[src/rtl/branch_seq.sv]
// branch_seq: branch PC sequencer with a two-cycle comparator round trip and a sequential fast path
module branch_seq #(
  parameter logic [31:0] PC_RESET = 32'h0000_0000,
  parameter logic [31:0] PC_STEP  = 32'd4
) (
  input  logic        clk,
  input  logic        rst,
  input  logic        instr_valid,
  output logic        instr_ready,
  input  logic [2:0]  br_op_in,
  input  logic [31:0] imm_off,
  output logic [2:0]  br_op,
  input  logic        is_branch,
  output logic [31:0] pc,
  output logic        pc_valid,
  output logic        flush,
  output logic        busy,
  output logic [15:0] taken_count
);
  typedef enum logic [1:0] {IDLE, EVAL, WAIT} state_t;
  state_t      state;
  logic [2:0]  op_q;
  logic [31:0] imm_q;
  logic        slow;
  assign slow        = br_op_in != 3'd0 && br_op_in <= 3'd4;
  assign instr_ready = state == IDLE;
  assign busy        = state != IDLE;
  assign br_op       = state == EVAL ? op_q : 3'd0;
  always_ff @(posedge clk) begin
    if (rst) begin
      state       <= IDLE;
      pc          <= PC_RESET;
      pc_valid    <= 1'b0;
      flush       <= 1'b0;
      taken_count <= 16'd0;
      op_q        <= 3'd0;
      imm_q       <= 32'd0;
    end else begin
      pc_valid <= 1'b0;
      flush    <= 1'b0;
      case (state)
        IDLE: if (instr_valid) begin
          if (slow) begin
            op_q  <= br_op_in;
            imm_q <= imm_off;
            state <= EVAL;
          end else begin
            pc       <= pc + PC_STEP;
            pc_valid <= 1'b1;
          end
        end
        EVAL: state <= WAIT;
        WAIT: begin
          pc       <= pc + (is_branch ? imm_q : PC_STEP);
          pc_valid <= 1'b1;
          flush    <= is_branch;
          if (is_branch && taken_count != 16'hFFFF) taken_count <= taken_count + 16'd1;
          state    <= IDLE;
        end
        default: state <= IDLE;
      endcase
    end
  end
endmodule

[config.mk]
export PLATFORM = sky130hd
export DESIGN_NAME = branch_seq
export DESIGN_NICKNAME = d
export VERILOG_FILES = /design/src/rtl/branch_seq.sv
export SDC_FILE = /design/constraint.sdc
export NUM_CORES = 1
export LEC_CHECK = 0
export ABC_CLOCK_PERIOD_IN_PS = 4700
export CAP_MARGIN = 20
export CORE_UTILIZATION = 24
export CTS_BUF_LIST = sky130_fd_sc_hd__clkbuf_8
export CTS_CLUSTER_DIAMETER = 50
export DETAILED_ROUTE_END_ITERATION = 16
export GPL_ROUTABILITY_DRIVEN = 0
export PLACE_DENSITY_LB_ADDON = 0.2
export REMOVE_ABC_BUFFERS = 1
export SETUP_SLACK_MARGIN = 0.02
export SYNTH_ARGS = -nofsm -noshare
export SYNTH_HDL_FRONTEND = slang
export SYNTH_SLANG_ARGS = --single-unit
[constraint.sdc]
create_clock -name clk -period 4.7 [get_ports clk]
set_clock_uncertainty 0.2 [all_clocks]
set_input_delay 1.41 -clock clk [delete_from_list [all_inputs] [get_ports clk]]
set_output_delay 1.41 -clock clk [all_outputs]
set_load 0.01 [all_outputs]
==> flow_metrics.py, run 1 <==
metrics = {
    "logic_synthesis": {
        "netlist_top_cells_count": "nand2_1, dfxtp_1, a21oi_1, nor2_1, and2_1",
        "syn-instance-count": 750,
        "syn_area_per_cell_um2": 7.73,
        "synth_area_leaders": "dfxtp_1, nand2_1, ha_1",
        "synth_top_area_share_pct": 30.1,
        "post-synth-top-count-cell": "nand2_1",
        "synth_top_area_cell": "dfxtp_1",
        "yosysWarningCount": 0,
        "synth_edf_count": 0,
        "yosysSeqAreaShare_pct": 30.1,
        "synth.cell_area_um2": 5800,
        "async_flop_share_pct": 0,
        "synth_seq_cells": 87,
        "synthDistinctLibCells": 67,
        "ys.flop_type": "dfxtp_1",
    },
    "detailed_routing": {
        "drtIter0Drc": 399,
        "vias": 5667,
        "dr.pass1.iters": 5,
        "wl_um": 18900,
        "via_per_inst": 4.77,
        "antenna_left": 0,
        "drc": 0,
        "avgRoutedWirePerCell_um": 15.9,
    },
    "power": {
        "peakVddDrop_mv": 0.108,
        "p_per_area_nw_per_um2": 205,
        "leakagePower_nw": 2.92,
    },
    "setup_path": {
        "worst_path_max_delay_cell": "clkdlybuf4s50_1",
        "r2r_start": "imm_q[0]",
        "path_cells": "clkdlybuf4s50_1, buf_12, and2_1, ha_1, inv_1, fa_1, nor2b_1, o31ai_1, a211oi_2, o211ai_2, o41ai_1, xnor2_1, o22ai_1",
        "rr_worst_depth": 11,
        "setup.worst_path.start_class": "primary input",
        "r2r_end": "pc[30]",
        "r2r_slack_ns": 1.84,
        "cp.arrival_ns": 4.31,
        "critical_path_class": "primary input to register",
        "required_ns": 4.77,
        "crit_start": "is_branch",
        "worst_path_largest_cell_delay_ns": 0.50,
        "end_kind": "register",
        "crit_end": "pc[30]",
        "worst-path-max-fanout": 22,
    },
    "timing": {
        "worst_slew_pin_slew_ns": 0.687,
        "setup_viol": 0,
        "slew_violations": 0,
        "fmax_ghz": 0.236,
        "fin_crit_sh_pct": 90.2,
        "max_slew_margin_pct": 53.9,
        "period_minus_slack_ns": 4.24,
        "hold_viol": 0,
        "rsz0062_at_grt": "false",
        "tns_ns": 0,
    },
    "floorplan": {
        "dieArea_um2": 24800,
        "pin_count": 94,
        "core_um2": 23500,
        "die_h_um": 157,
        "die_x_um": 157,
        "std_cell_rows": 56,
        "start_util_pct": 24.6,
    },
    "layout": {
        "syn2layout_area_growth_pct": 29.5,
        "diodes": 0,
        "drive_gt1_share_pct": 9.33,
        "postLayoutCellArea_um2": 7500,
        "n_fill_cell": 2613,
        "fin_nets": 936,
    },
    "grt": {
        "first_global_vias": 5444,
        "grt_max_degree": 59,
        "grt_pass1_wl_um": 30100,
        "antenna_found_initial": 0,
        "overflow": 0,
        "track_usage_pct": 15.7,
    },
    "clock_network": {
        "clk_latency_ns": 0.40,
        "clkTransAtPathRegs_ns": 0.11,
        "cts_made_buffers": 9,
        "cts_resized": 0,
        "clock_sinks": 87,
        "postCtsHoldBufs": 0,
        "cts_root_buffer": "clkbuf_8",
        "clockBufferDepth": 2,
        "cts_tree": "yes",
        "cts_setup_buffers": 0,
        "htree_num_levels": 3,
    },
    "outcome": {
        "run_status": "finished clean",
    },
    "placement": {
        "dpl_cell_area_um2": 7320,
        "io_buffers": 93,
        "hpwl_um": 14500,
    },
    "worst_hold_path": {
        "worstHoldPathCells": 2,
        "hold_class": "register to register",
    },
    "job": {
        "max_cap_violations": 0,
    },
}
[report_power, final]
part / total [mW] / internal, mW / switching [mW]
registers: 0.783 / 0.762 / 0.0219
clock network: 0.525 / 0.199 / 0.326
logic: 0.234 / 0.111 / 0.122
total: 1.54 / 1.07 / 0.470
[cell type report]
class / count / area [um^2] / area share, %
clock buffers: 9 / 124 / 1.65
well taps: 319 / 399 / 5.32
multi-input cells: 612 / 3830 / 51.0
inverters: 13 / 48.8 / 0.650
clock inverters: 7 / 57.6 / 0.767
repair buffers: 140 / 1300 / 17.4
flip-flops and latches: 87 / 1740 / 23.2
[cells by family after synthesis]
logic type	synth area share [%]
and+or+nand+nor	27.7
muxes	0.864
adders and majority gates	7.47
buffers and inverters	3.93
DFF	30.1
xor gates and xnor gates	8.46
AOI/OAI and AO/OA	21.5
[layer usage]
layer  vias to the layer above  track usage [%]  share of wire [%]
met2                       119             24.0                 43
met5                         -                0                  0
li1                       2894                -                  -
met3                        17             3.80                5.6
met1                      2637             21.9                 50
met4                         0             4.16                1.4
[sequential cells by signal, indices dropped and copies added, names as in the netlist]
name / flops
pc_valid: 1
imm_q: 32
pc: 32
op_q: 3
flush: 1
state: 2
taken_count: 16
[critical path, delay by kind of cell]
family | cells | cell delay, ns
compound gates | 5 | 1.12
xor+xnor | 1 | 0.17
fa+ha+maj | 2 | 0.54
buf+inv | 3 | 0.71
simple gates | 2 | 0.33
[how the worst min path moves through the flow]
stage,startpoint,end,slack (ns)
global placement,op_q[1],op_q[1],0.24
finish,imm_q[13],imm_q[13],0.25
floorplan,imm_q[2],imm_q[2],0.23
CTS,imm_q[13],imm_q[13],0.26
global route,imm_q[16],imm_q[16],0.27
detailed placement,imm_q[13],imm_q[13],0.24
[metrics by stage]
stage | hold slack [ns] | utilization [%] | total power [mW] | cells | setup WS (ns)
after detailed placement | 0.243 | 31.1 | 1.04 | 1171 | 0.0343
after global placement | 0.239 | 31.1 | 1.04 | 1171 | 0.0831
final | 0.254 | 31.9 | 1.54 | 1187 | 0.459
after global routing | 0.269 | 31.9 | 1.62 | 1187 | 0.192
after CTS | 0.257 | 31.9 | 1.56 | 1187 | 0.459
after floorplan | 0.225 | - | 0.905 | 712 | 0.933
[layout by cell type, fill, tap and decap left out, drive strengths merged, types with 9 or more instances in the layout]
master	Yosys	final
clkbuf	31	9
nand4	19	19
o21ai	23	23
xor2	26	26
buf	7	48
ha	33	33
o21a	11	11
nand3	22	22
dfxtp	87	87
a21o	17	17
nor3	16	16
clkdlybuf4s50	0	92
xnor2	30	30
nor2	61	61
inv	13	15
and2	42	42
nand2	118	118
a211oi	16	16
a21oi	67	67
and3	14	14
No activity file was read; power rests on OpenSTA's default activity.
==> run 2, diff against run 1 <==
==> constraint.sdc (replaced) <==
create_clock -name clk -period 4.7 [get_ports clk]
set_clock_uncertainty 0.2 [all_clocks]
set_input_delay 0.47 -clock clk [delete_from_list [all_inputs] [get_ports clk]]
set_output_delay 0.47 -clock clk [all_outputs]
set_load 0.01 [all_outputs]
==> run 2 against run 1 <==
- core utilization fell by 1.1 points
- via count shrank 1.6%
- critical path depth decreased by 1
- largest cell class unchanged
==> flow_metrics.py, run 2 (same netlist as run 1, synthesis figures left out) <==
metrics = {
    "outcome": {
        "run_status": "finished clean",
    },
    "grt": {
        "overflow": 0,
        "grt_pass1_wl_um": 29800,
        "grt_max_degree": 59,
        "track_usage_pct": 15.7,
        "antenna_found_initial": 0,
        "first_global_vias": 5270,
    },
    "timing": {
        "fmax_ghz": 0.285,
        "setup_slack_ns": 1.19,
        "setup_viol": 0,
        "hold_viol": 0,
        "period_minus_slack_ns": 3.51,
        "whs_ns": 0.255,
        "worst_slew_pin_slew_ns": 0.809,
        "max_slew_margin_pct": 46.0,
        "fin_crit_sh_pct": 74.6,
        "rsz0062_at_grt": "false",
        "tns_ns": 0,
        "slew_violations": 0,
    },
    "placement": {
        "dp_slack_ns": 0.823,
        "dpl_cell_area_um2": 7000,
        "hpwl_um": 14200,
        "place_inst": 1132,
        "io_buffers": 93,
    },
    "clock_network": {
        "htree_num_levels": 3,
        "clk_latency_ns": 0.39,
        "cts_setup_buffers": 0,
        "cts_root_buffer": "clkbuf_8",
        "clock_sinks": 87,
        "cts_tree": "yes",
        "clkTransAtPathRegs_ns": 0.10,
        "clockBufferDepth": 2,
        "cts_made_buffers": 9,
        "cts_resized": 0,
        "postCtsHoldBufs": 0,
    },
    "power": {
        "leakagePower_nw": 2.76,
        "peakVddDrop_mv": 0.118,
        "p_total_mw": 1.68,
        "p_per_area_nw_per_um2": 231,
    },
    "layout": {
        "final_cell_mix": "nand2_1, clkdlybuf4s50_1, dfxtp_1",
        "diodes": 0,
        "reg_top3": "imm_q x32, pc x32, taken_count x16",
        "syn2layout_area_growth_pct": 25.1,
        "drive_gt1_share_pct": 4.95,
        "fin_nets": 897,
        "utilization_pct": 30.8,
        "postLayoutCellArea_um2": 7250,
        "stdcell_count": 1148,
        "layout_commonest_cell": "nand2_1",
    },
    "job": {
        "max_cap_violations": 0,
    },
    "setup_path": {
        "setup.worst_path.start_class": "primary input",
        "critPathTopFamily": "compound AO/OA/AOI/OAI gates",
        "path_cells": "clkdlybuf4s50_1, and2_1, ha_1, inv_1, fa_1, nor2b_1, o31ai_1, a211oi_2, o211ai_2, o41ai_1, xnor2_1, o22ai_1",
        "crit_buf_inv": 2,
        "end_kind": "register",
        "cp.arrival_ns": 3.57,
        "critical_path_class": "primary input to register",
        "worst_path_largest_cell_delay_ns": 0.65,
        "required_ns": 4.76,
        "worst-path-max-fanout": 8,
        "worst_path_max_delay_cell": "clkdlybuf4s50_1",
    },
    "detailed_routing": {
        "avgRoutedWirePerCell_um": 16.3,
        "vias": 5574,
        "drc": 0,
        "wl_um": 18700,
        "drtIter0Drc": 402,
        "via_per_inst": 4.86,
        "antenna_left": 0,
        "dr.pass1.iters": 4,
    },
    "floorplan": {
        "start_util_pct": 24.6,
        "std_cell_rows": 56,
        "pin_count": 94,
        "core_um2": 23500,
        "die_h_um": 157,
        "die_x_um": 157,
        "dieArea_um2": 24800,
    },
    "worst_hold_path": {
        "hold_class": "register to register",
    },
}
==> run 2: cell count changes in the layout (fill, tap and decap cells not counted) <==
cell | before | now
clkinv_4 | 2 | 1
inv_6 | 1 | 2
clkinv_2 | 1 | 0
buf_4 | 45 | 8
bufinv_16 | 0 | 3
inv_1 | 13 | 14
clkinvlp_4 | 2 | 0
inv_8 | 1 | 0
buf_12 | 2 | 0
==> run 2: path summary, 6_finish.rpt <==
path                to  cells past startpoint  startpoint  slack [ns]
min reg2reg  imm_q[23]                      2   imm_q[23]        0.26
min          imm_q[23]                      2   imm_q[23]        0.26
max             pc[30]                     12   is_branch        1.19
max reg2reg     pc[30]                     11    imm_q[0]        1.64
==> run 2: metal layers <==
layer,up-vias,wire [um],track usage [%]
met5,-,0,0
met4,0,292,5.13
met3,17,919,2.70
met2,127,8230,24.4
met1,2603,9290,21.7
li1,2827,-,-
==> run 2: power by group <==
group	internal, mW	total (mW)	switching (mW)
logic	0.0979	0.216	0.119
registers	0.762	0.785	0.0231
clock network	0.357	0.677	0.320
==> run 2: worst register-to-register path, stage by stage, from the launching register on <==
cell      delay, ns
dfxtp_1        0.34
and2_1         0.12
ha_1           0.18
inv_1          0.06
fa_1           0.39
nor2b_1        0.22
o31ai_1        0.15
a211oi_2       0.30
o211ai_2       0.20
o41ai_1        0.52
xnor2_1        0.17
o22ai_1        0.08
==> run 2: final cells by class <==
class / count / area [um^2]
flip-flops and latches: 87 / 1740
clock inverters: 7 / 120
repair buffers: 101 / 986
clock buffers: 9 / 124
fillers: 2597 / 16300
well taps: 319 / 399
multi-input cells: 612 / 3830
inverters: 13 / 48.8
